--- src/rtl/uart_rx_ctrl.sv ---
`default_nettype none
// ============================================================================
//  Module   : uart_rx_ctrl
//  Purpose  : UART receive-side controller. It gates the receiver datapath
//             through a two-state enable FSM, buffers received bytes in a
//             small FIFO with a sticky overflow flag, and raises a one-shot
//             idle timeout after traffic stops.
//  Revision : 1.0  initial release
// ============================================================================
module uart_rx_ctrl #(
    parameter int DEPTH          = 8,
    parameter int TIMEOUT_CYCLES = 1000
) (
    input  logic                     clk,
    input  logic                     rst,
    input  logic                     enable,
    input  logic                     flush,
    input  logic [7:0]               rx_data,
    input  logic                     rx_data_ready,
    input  logic                     pop,
    output logic                     rx_enable,
    output logic [7:0]               rd_data,
    output logic                     rd_valid,
    output logic [$clog2(DEPTH):0]   count,
    output logic                     rx_buf_full,
    output logic                     overflow,
    output logic                     idle_timeout
);

    // ------------------------------------------------------------------------
    // Derived widths and constants
    // ------------------------------------------------------------------------
    localparam int c_ADDR_W = $clog2(DEPTH);
    localparam int c_CNT_W  = c_ADDR_W + 1;
    localparam int c_TMO_W  = $clog2(TIMEOUT_CYCLES + 1);

    localparam logic [c_CNT_W-1:0] c_DEPTH_CNT = c_CNT_W'(DEPTH);
    localparam logic [c_TMO_W-1:0] c_TMO_MAX   = c_TMO_W'(TIMEOUT_CYCLES);

    // ------------------------------------------------------------------------
    // Enable FSM encoding
    // ------------------------------------------------------------------------
    typedef enum logic [0:0] {
        ST_OFF    = 1'b0,
        ST_ACTIVE = 1'b1
    } state_t;

    state_t r_state;
    state_t w_state_next;

    // ------------------------------------------------------------------------
    // FIFO storage and bookkeeping
    // ------------------------------------------------------------------------
    logic [7:0]          r_mem [DEPTH];
    logic [c_ADDR_W-1:0] r_wr_ptr;
    logic [c_ADDR_W-1:0] r_rd_ptr;
    logic [c_CNT_W-1:0]  r_count;
    logic                r_overflow;

    // Idle timer state: counter, one-shot arm flag, registered pulse
    logic [c_TMO_W-1:0]  r_idle_cnt;
    logic                r_idle_armed;
    logic                r_idle_pulse;

    // Per-edge decisions
    logic w_active;
    logic w_full;
    logic w_not_empty;
    logic w_push;
    logic w_rd_en;
    logic w_wr_en;
    logic w_drop;

    assign w_active    = (r_state == ST_ACTIVE);
    assign w_full      = (r_count == c_DEPTH_CNT);
    assign w_not_empty = (r_count != '0);

    // A strobe is taken only in ACTIVE; flush wins over everything.
    assign w_push  = w_active && rx_data_ready && !flush;
    // Pop on an empty FIFO is ignored, which also covers push+pop at count 0.
    assign w_rd_en = pop && w_not_empty && !flush;
    // When full, a push only lands if the same edge frees the head slot.
    assign w_wr_en = w_push && (!w_full || w_rd_en);
    assign w_drop  = w_push && w_full && !w_rd_en;

    // ------------------------------------------------------------------------
    // Outputs
    // ------------------------------------------------------------------------
    assign rx_enable    = w_active;
    assign rd_data      = r_mem[r_rd_ptr];
    assign rd_valid     = w_not_empty;
    assign count        = r_count;
    assign rx_buf_full  = w_full;
    assign overflow     = r_overflow;
    assign idle_timeout = r_idle_pulse;

    // State register for the enable FSM
    always_ff @(posedge clk or negedge rst) begin
        if (!rst) begin
            r_state <= ST_OFF;
        end else begin
            r_state <= w_state_next;
        end
    end

    // Next-state logic: enable without flush turns on, disable or flush turns off
    always_comb begin
        w_state_next = r_state;
        case (r_state)
            ST_OFF: begin
                if (enable && !flush) begin
                    w_state_next = ST_ACTIVE;
                end
            end
            ST_ACTIVE: begin
                if (!enable || flush) begin
                    w_state_next = ST_OFF;
                end
            end
            default: begin
                w_state_next = ST_OFF;
            end
        endcase
    end

    // Byte storage; contents need no reset because count gates visibility
    always_ff @(posedge clk) begin
        if (w_wr_en) begin
            r_mem[r_wr_ptr] <= rx_data;
        end
    end

    // Pointers, occupancy and sticky overflow
    always_ff @(posedge clk or negedge rst) begin
        if (!rst) begin
            r_wr_ptr   <= '0;
            r_rd_ptr   <= '0;
            r_count    <= '0;
            r_overflow <= 1'b0;
        end else if (flush) begin
            r_wr_ptr   <= '0;
            r_rd_ptr   <= '0;
            r_count    <= '0;
            r_overflow <= 1'b0;
        end else begin
            // Power-of-two depth lets the pointers wrap by natural overflow
            if (w_wr_en) begin
                r_wr_ptr <= r_wr_ptr + 1'b1;
            end
            if (w_rd_en) begin
                r_rd_ptr <= r_rd_ptr + 1'b1;
            end
            case ({w_wr_en, w_rd_en})
                2'b10:   r_count <= r_count + 1'b1;
                2'b01:   r_count <= r_count - 1'b1;
                default: r_count <= r_count;
            endcase
            if (w_drop) begin
                r_overflow <= 1'b1;
            end
        end
    end

    // Idle timer: counts while ACTIVE with data held, fires once per push
    always_ff @(posedge clk or negedge rst) begin
        if (!rst) begin
            r_idle_cnt   <= '0;
            r_idle_armed <= 1'b0;
            r_idle_pulse <= 1'b0;
        end else if (flush) begin
            r_idle_cnt   <= '0;
            r_idle_armed <= 1'b0;
            r_idle_pulse <= 1'b0;
        end else if (w_push) begin
            r_idle_cnt   <= '0;
            r_idle_armed <= 1'b1;
            r_idle_pulse <= 1'b0;
        end else if (w_active && w_not_empty) begin
            if (r_idle_cnt != c_TMO_MAX) begin
                r_idle_cnt <= r_idle_cnt + 1'b1;
                // Fire on the edge where the counter lands on its limit
                if ((r_idle_cnt + 1'b1) == c_TMO_MAX && r_idle_armed) begin
                    r_idle_pulse <= 1'b1;
                    r_idle_armed <= 1'b0;
                end else begin
                    r_idle_pulse <= 1'b0;
                end
            end else begin
                r_idle_pulse <= 1'b0;
            end
        end else begin
            r_idle_cnt   <= '0;
            r_idle_pulse <= 1'b0;
        end
    end

endmodule
`default_nettype wire

--- config.mk ---
export PLATFORM = sky130hd
export DESIGN_NAME = uart_rx_ctrl
export DESIGN_NICKNAME = d
export VERILOG_FILES = /design/src/rtl/uart_rx_ctrl.sv
export SDC_FILE = /design/constraint.sdc
export NUM_CORES = 1
export LEC_CHECK = 0
export ABC_CLOCK_PERIOD_IN_PS = 4100
export CAP_MARGIN = 25
export CELL_PAD_IN_SITES_DETAIL_PLACEMENT = 0
export CELL_PAD_IN_SITES_GLOBAL_PLACEMENT = 1
export CORE_ASPECT_RATIO = 0.6
export CORE_MARGIN = 2
export CORE_UTILIZATION = 50
export CTS_BUF_LIST = sky130_fd_sc_hd__clkbuf_4
export CTS_CLUSTER_SIZE = 25
export DETAILED_ROUTE_END_ITERATION = 10
export PLACE_DENSITY_LB_ADDON = 0.1
export SLEW_MARGIN = 40
export SYNTH_ARGS = -nofsm -noshare
export SYNTH_HDL_FRONTEND = slang
export SYNTH_SLANG_ARGS = --single-unit
--- constraint.sdc ---
create_clock -name clk -period 4.1 [get_ports clk]
set_input_delay 0.82 -clock clk [delete_from_list [all_inputs] [get_ports clk]]
set_output_delay 0.82 -clock clk [all_outputs]
set_load 0.02 [all_outputs]
==> results of run 1 <==
## flip-flops by register name (all words and copies together) (netlist names)
register,flops
count,4
r_idle_armed,1
overflow,1
idle_timeout,1
r_wr_ptr,3
r_mem,64
r_idle_cnt,10
rx_enable,1
r_rd_ptr,3
## cell type report
class | instances | area [µm²]
tap | 104 | 130
clock inverter | 5 | 80.1
clock buffer | 11 | 82.6
sequential | 88 | 2520
multi-input combinational | 151 | 1330
timing repair buffer | 40 | 375
inverter | 5 | 20.0
fill | 603 | 2910
## kinds of logic after synthesis
group	after synthesis	synth area share, %
adder cells (fa/ha/maj)	8	2.74
buffers and inverters	15	1.82
multiplexers	28	12.5
flip-flops	88	64.3
AND/OR/NAND/NOR	75	10.2
XOR/XNOR	12	2.68
AO/OA/AOI/OAI	28	5.80
## cells in the mapped netlist, drive strengths merged (2+ instances only)
cell / number
a21boi: 2
a21oi: 6
buf: 7
clkbuf: 3
dfrtp: 24
edfxtp: 64
ha: 7
inv: 4
mux2: 9
mux2i: 3
mux4: 16
nand2: 10
nand2b: 3
nand3: 6
nor2: 26
nor2b: 4
nor3: 9
nor4: 5
o211ai: 3
o21ai: 4
o41ai: 2
or2b: 2
or3: 3
xnor2: 5
xor2: 7
## worst max-delay path, stage by stage, from the launching register on
cell	delay, ns
dfrtp_1	0.91
mux4_2	0.42
mux2_2	0.30
clkdlybuf4s50_1	0.54
## worst min-delay path by stage
stage                        start  endpoint  slack, ns  depth (start not counted)
after floorplan                rst  count[0]       0.52                          0
after global placement    overflow  overflow       0.55                          2
after detailed placement  overflow  overflow       0.51                          2
after CTS                 overflow  overflow       0.54                          2
after global routing      overflow  overflow       0.60                          2
final                     overflow  overflow       0.54                          2
## metrics by stage
step | utilization, % | total power, mW | area (µm²) | std cells | hold slack (ns)
2_1_floorplan | - | 1.41 | 3930 | 254 | 0.524
3_3_place_gp | 58.8 | 1.60 | 4380 | 388 | 0.546
3_5_place_dp | 58.8 | 1.61 | 4380 | 388 | 0.514
4_1_cts | 61.0 | 2.16 | 4540 | 404 | 0.545
5_1_grt | 61.0 | 2.24 | 4540 | 404 | 0.603
6_report | 61.0 | 2.13 | 4540 | 404 | 0.544
## metal layers
metal / vias to the layer above / wire length [µm]
met5: - / 0
met4: 0 / 64
met3: 8 / 419
met2: 64 / 2950
met1: 1102 / 3790
li1: 1054 / -
## power groups by stage
| stage | logic [mW] | registers (mW) | clock network (mW) |
|---|---|---|---|
| floorplan | 0.340 | 1.07 | 0 |
| global placement | 0.532 | 1.07 | 0 |
| detailed placement | 0.535 | 1.07 | 0 |
| CTS | 0.535 | 1.05 | 0.567 |
| global route | 0.575 | 1.06 | 0.602 |
| finish | 0.527 | 1.05 | 0.547 |
==> flow_summary.yaml, run 1 <==
clock_tree:
  cts_sinks: 88
  cts_setup_buffers: 0
  root_buffer: "clkbuf_4"
  cts_htree_levels: 3
  cts_tree: "built"
  clkLatencyLatePin_ns: 0.43
  cts_inserted_buffers: 9
  cts_resized: 0
  clk_pin_slew_ns: 0.13
  cts_max_path_buffers: 2
  cts_hold_buf: 0
critical_path:
  reg2reg_slack_ns: 1.50
  r2r_end: "count[3]"
  crit_path_start: "r_rd_ptr[1]"
  worstPathArrival_ns: 2.61
  crit_end: "rd_data[2]"
  crit_type: "reg2out"
  worstPathMaxFanout: 18
  ff2ff_path_depth: 8
  reg2reg_from: "count[1]"
  cp.required_ns: 3.28
  cp-start-kind: "register"
  worstSetupEndpointType: "output port"
pwr:
  intPower_mw: 1.52
  sw_frac_of_total_pct: 28.4
  p_per_area_mw_per_mm2: 468
  peakVddDrop_uv: 241
  clockPowerShare_pct: 25.7
  power_frac_seq_pct: 49.5
  combPwrFrac_pct: 24.8
  p_leak_nw: 1.55
  switchingPower_mw: 0.604
sta:
  period_needed_ns: 3.43
  max_slew_margin_pct: 43.8
  fin_ws_ns: 0.667
  final-hold-violation-count: 0
  tns_ns: 0
  fmax_ghz: 0.291
  rsz0062_at_grt: "false"
  finClkSkew_ns: 0.0107
  setup_violations: 0
  worst_slew_pin_slew_ns: 0.843
  post-route-period-util_pct: 83.7
  drv_slew: 0
logic_synthesis:
  post_synth.cell_area_avg_um2: 15.5
  ys_warn_count: 0
  synth_edf_count: 64
  synth_area_mm2: 0.00393
  syn_nets: 276
  seq_area_frac_synth_pct: 64.3
  netlist_instances: 254
  synth-seq-cells: 88
  synth_top_flop_cell: "edfxtp_1"
  ys_types: 52
  async_flop_share_pct: 27.3
  yosys.area.top_type_share_pct: 49.0
  synth_largest_area_cell: "edfxtp_1"
  synth_area_leaders: "edfxtp_1 (49%), dfrtp_1 (15%), mux4_2 (9.2%), nor2_1 (2.5%), mux2_2 (2.3%)"
global_routing:
  grt_pass1_vias: 2234
  met1_usage_pct: 30.1
  grt_pass1_wl_mm: 12.0
  grt_overflow: 0
  use_met3_pct: 5.23
  busiest_layer: "met1"
  grt_usage_pct: 19.0
  met2_usage_pct: 25.9
  grt_max_degree: 25
  antenna_found_initial: 0
route:
  drc: 0
  via_count: 2228
  dr.pass1.iters: 4
  detail_route.vias_per_cell: 5.51
  ant_nets: 0
  wl_per_cell_um: 17.9
  wirelength_mm: 7.22
  drtIter0Drc: 283
floorplanning:
  fp.dieH_um: 72.6
  io_pins: 31
  rows: 24
  die-area_mm2: 0.00860
  fp.coreArea_mm2: 0.00745
  die_w_um: 118
  start_util_pct: 52.7
final_layout:
  diodes: 0
  drive_gt1_share_pct: 20.7
  layout_commonest_cell: "edfxtp_1"
  mostFrequentLayoutCells: "edfxtp_1 (64), clkdlybuf4s50_1 (30), nor2_1 (26)"
  nNetsFinal: 317
  area_growth_pct: 15.7
place:
  port_buffers: 30
  dp_hpwl_mm: 4.87
  place_ws_ns: 0.881
  gp_congestion: 0.777
worst_hold_path:
  hold_path_class: "reg2reg"
status:
  status: "finished, final reports clean"
job:
  cap_violations: 0
No activity file was read; power rests on OpenSTA's default activity.
==> run 2: changes to the inputs <==
ABC_CLOCK_PERIOD_IN_PS = 3450   (was 4100)
clock period = 3.45 ns   (was 4.1 ns; I/O delays follow)
==> flow_summary.yaml, run 2 (synthesis results as in run 1) <==
status:
  status: "finished, final reports clean"
place:
  dp_hpwl_mm: 4.93
  post_dp_cell_area_mm2: 0.00441
  gp_congestion: 0.805
  port_buffers: 30
critical_path:
  ff2ff_path_depth: 8
  critPathMaxStageDelay_ns: 0.57
  worstPathMaxFanout: 18
  crit_buf_inv: 2
  cp.required_ns: 2.76
  cp-start-kind: "register"
  crit_type: "reg2out"
  cp_cell_sequence: "buf_4 -> mux4_2 -> mux2_2 -> clkdlybuf4s50_1"
  reg2reg_from: "count[1]"
  worstSetupEndpointType: "output port"
  reg2reg_slack_ns: 0.82
  r2r_end: "count[3]"
  crit_cells: 4
  critPathSlowestCell: "mux4_2"
  worstPathArrival_ns: 2.51
  critPathTopFamily: "multiplexers"
final_layout:
  final_area_mm2: 0.00457
  mostFrequentLayoutCells: "edfxtp_1 (64), clkdlybuf4s50_1 (30), nor2_1 (26)"
  n_fill_cell: 580
  largest_reg_flops: 64
  seq_area_mm2: 0.00252
  diodes: 0
  layout_commonest_cell: "edfxtp_1"
  nNetsFinal: 321
  multi_input_area_mm2: 0.00133
  area_growth_pct: 16.5
  top_register: "r_mem"
  drive_gt1_share_pct: 22.0
sta:
  fmax_ghz: 0.312
  post-route-period-util_pct: 92.8
  setup_violations: 0
  drv_slew: 0
  max_slew_margin_pct: 65.2
  tns_ns: 0
  finClkSkew_ns: 0.0104
  worst_slew_pin_slew_ns: 0.516
  rsz0062_at_grt: "false"
  period_needed_ns: 3.20
  final-hold-violation-count: 0
clock_tree:
  cts_resized: 0
  clkLatencyLatePin_ns: 0.43
  root_buffer: "clkbuf_4"
  cts_max_path_buffers: 2
  cts_inserted_buffers: 9
  clk_pin_slew_ns: 0.13
  cts_tree: "built"
  cts_htree_levels: 3
  cts_sinks: 88
  cts_hold_buf: 0
  cts_setup_buffers: 0
route:
  detail_route.vias_per_cell: 5.49
  wirelength_mm: 7.25
  wl_per_cell_um: 17.8
  drc: 0
  via_count: 2238
  dr.pass1.iters: 4
  ant_nets: 0
  drtIter0Drc: 128
pwr:
  peakVddDrop_uv: 244
  total_power_mw: 2.52
  p_leak_nw: 1.58
  p_per_area_mw_per_mm2: 552
global_routing:
  grt_overflow: 0
  antenna_found_initial: 0
  grt_max_degree: 25
  grt_usage_pct: 18.9
  grt_pass1_wl_mm: 12.0
  grt_pass1_vias: 2191
floorplanning:
  die_w_um: 118
  rows: 24
  fp.coreArea_mm2: 0.00745
  io_pins: 31
  start_util_pct: 52.7
  fp.dieH_um: 72.6
  die-area_mm2: 0.00860
worst_hold_path:
  worstHoldStart: "overflow"
  whs_path_depth: 2
  hold_path_class: "reg2reg"
  hold_end: "overflow"
job:
  cap_violations: 0
==> run 2: area by class of cell <==
cell class                      instances  share of cell area, %
Sequential cell                        88                   55.2
Multi-Input combinational cell        151                   29.1
Timing Repair Buffer                   44                   8.86
Tap cell                              104                   2.85
Clock buffer                           11                   1.81
Clock inverter                          5                   1.78
Inverter                                5                  0.438
==> run 2: worst max-delay path by stage <==
| stage | start | end |
|---|---|---|
| global route | r_rd_ptr[0] | rd_data[2] |
| floorplan | count[1] | count[3] |
| detailed placement | pop | count[3] |
| finish | r_rd_ptr[0] | rd_data[2] |
| global placement | pop | count[3] |
| CTS | r_rd_ptr[0] | rd_data[2] |
==> run 2: where the power goes <==
group          switching [mW]  internal, mW
Clock                   0.331         0.310
Combinational           0.316         0.331
Sequential             0.0659          1.17
Total                   0.713          1.81
==> run 2: tightest hold or removal path, stage by stage, from the launching register on <==
cell and delay, ns:
dfrtp_1 0.38, a31oi_1 0.04, nor2_1 0.08
==> run 2: routing by layer <==
metal,vias up,share of wire [%],track usage [%]
met2,59,43,26.7
met1,1104,50,28.8
met4,0,0.66,5.56
met3,6,6.1,5.47
li1,1069,-,-
met5,-,0,0
==> run 2: metrics by stage <==
step,setup WS (ns),hold slack [ns],std cells,utilization (%)
after floorplan,0.879,0.394,254,-
after global placement,0.412,0.484,392,59.2
after detailed placement,0.363,0.520,392,59.2
after CTS,0.180,0.549,408,61.4
after global routing,0.0941,0.587,408,61.4
final,0.250,0.540,408,61.4
==> run 3: changes to the inputs <==
ABC_CLOCK_PERIOD_IN_PS = 3150   (was 3450)
CORE_MARGIN = 5   (was 2)
HOLD_SLACK_MARGIN = 0.08   (was default)
clock period = 3.15 ns   (was 3.45 ns; I/O delays follow)
==> flow_summary.yaml, run 3 (synthesis results as in run 1) <==
status:
  status: "finished, final reports clean"
final_layout:
  drive_gt1_share_pct: 22.8
  largest_reg_flops: 64
  mostFrequentLayoutCells: "edfxtp_1 (64), clkdlybuf4s50_1 (30), nor2_1 (26)"
  utilization_pct: 59.1
  area_growth_pct: 16.9
  top_register: "r_mem"
  layout_commonest_cell: "edfxtp_1"
  instances_no_fill: 415
  nNetsFinal: 324
  diodes: 0
  n_fill_cell: 646
route:
  wl_per_cell_um: 17.5
  ant_nets: 0
  wirelength_mm: 7.25
  via_count: 2190
  dr.pass1.iters: 4
  drtIter0Drc: 203
  detail_route.vias_per_cell: 5.28
  drc: 0
sta:
  fin_ws_ns: 0.143
  hold_ws_ns: 0.533
  finClkSkew_ns: 0.0159
  max_slew_margin_pct: 65.6
  drv_slew: 0
  post-route-period-util_pct: 95.5
  worst_slew_pin_slew_ns: 0.510
  final-hold-violation-count: 0
  tns_ns: 0
  fmax_ghz: 0.333
  period_needed_ns: 3.01
  setup_violations: 0
  rsz0062_at_grt: "false"
critical_path:
  worstPathMaxFanout: 18
  cp-start-kind: "register"
  critPathTopFamily: "multiplexers"
  cp_cell_sequence: "buf_12 -> mux4_2 -> mux2_2 -> clkdlybuf4s50_1"
  worstSetupEndpointType: "output port"
  critPathMaxStageDelay_ns: 0.54
  crit_type: "reg2out"
  crit_buf_inv: 2
  critPathSlowestCell: "clkdlybuf4s50_1"
  worstPathArrival_ns: 2.38
  crit_cells: 4
  cp.required_ns: 2.52
  ff2ff_path_depth: 8
global_routing:
  grt_overflow: 0
  grt_pass1_vias: 2190
  grt_pass1_wl_mm: 11.8
  antenna_found_initial: 0
  grt_usage_pct: 15.9
  grt_max_degree: 25
floorplanning:
  start_util_pct: 50.6
  rows: 25
  fp.dieH_um: 78.6
  die-area_mm2: 0.00978
  io_pins: 31
  die_w_um: 124
  fp.coreArea_mm2: 0.00776
clock_tree:
  cts_max_path_buffers: 2
  cts_resized: 0
  cts_tree: "built"
  cts_setup_buffers: 0
  cts_htree_levels: 3
  root_buffer: "clkbuf_4"
  cts_hold_buf: 0
  clk_pin_slew_ns: 0.12
  clkLatencyLatePin_ns: 0.43
  cts_sinks: 88
  cts_inserted_buffers: 9
place:
  placedCellCount: 399
  dp_hpwl_mm: 4.96
  gp_congestion: 0.776
  place_ws_ns: 0.208
  port_buffers: 30
pwr:
  intPower_mw: 1.93
  peakVddDrop_uv: 301
  switchingPower_mw: 0.781
  combPwrFrac_pct: 27.0
  p_leak_nw: 1.59
  clockPowerShare_pct: 22.9
  power_frac_seq_pct: 50.1
  p_per_area_mw_per_mm2: 590
  sw_frac_of_total_pct: 28.8
worst_hold_path:
  hold_path_class: "reg2reg"
  whs_path_depth: 2
job:
  cap_violations: 0
run 3: cell type report:
cell class | count | area, µm² | area share (%)
Multi-Input combinational cell | 151 | 1330 | 29.0
Tap cell | 108 | 135 | 2.95
Inverter | 5 | 20.0 | 0.436
Sequential cell | 88 | 2520 | 55.0
Clock inverter | 4 | 47.5 | 1.04
Timing Repair Buffer | 47 | 440 | 9.60
Clock buffer | 12 | 90.1 | 1.96
run 3: power by group through the flow:
stage	Clock, mW	Sequential, mW	Combinational [mW]
6_report	0.621	1.36	0.731
5_1_grt	0.690	1.37	0.792
4_1_cts	0.644	1.36	0.741
3_5_place_dp	0	1.38	0.738
3_3_place_gp	0	1.38	0.729
2_1_floorplan	0	1.39	0.443
run 3: through the flow:
stage / instance area, µm² / total power, mW
6_report: 4590 / 2.71
5_1_grt: 4590 / 2.85
2_1_floorplan: 3930 / 1.83
3_3_place_gp: 4450 / 2.11
3_5_place_dp: 4450 / 2.12
4_1_cts: 4590 / 2.74
run 3: metal layers:
metal,wire [µm],GRT usage (%)
met5,0,0
met4,77,4.27
met3,289,5.64
met2,3020,21.9
met1,3860,23.9
run 3: path summary, 6_finish.rpt:
path                              from       endpoint  slack, ns
hold reg to reg               overflow       overflow       0.53
min in group asynchronous          rst  r_idle_cnt[7]       0.55
max in group asynchronous          rst    r_rd_ptr[2]       2.35
setup reg to reg              count[1]       count[3]       0.53
hold / removal                overflow       overflow       0.53
setup / recovery           r_rd_ptr[0]     rd_data[7]       0.14
run 3: worst reg2reg max path: stages (launching register included):
cell,delay (ns)
dfrtp_1,0.53
o41a_4,0.59
nand2_1,0.13
nor2_1,0.07
ha_1,0.28
a21o_2,0.21
a21oi_1,0.16
mux2i_1,0.21
mux2_1,0.33
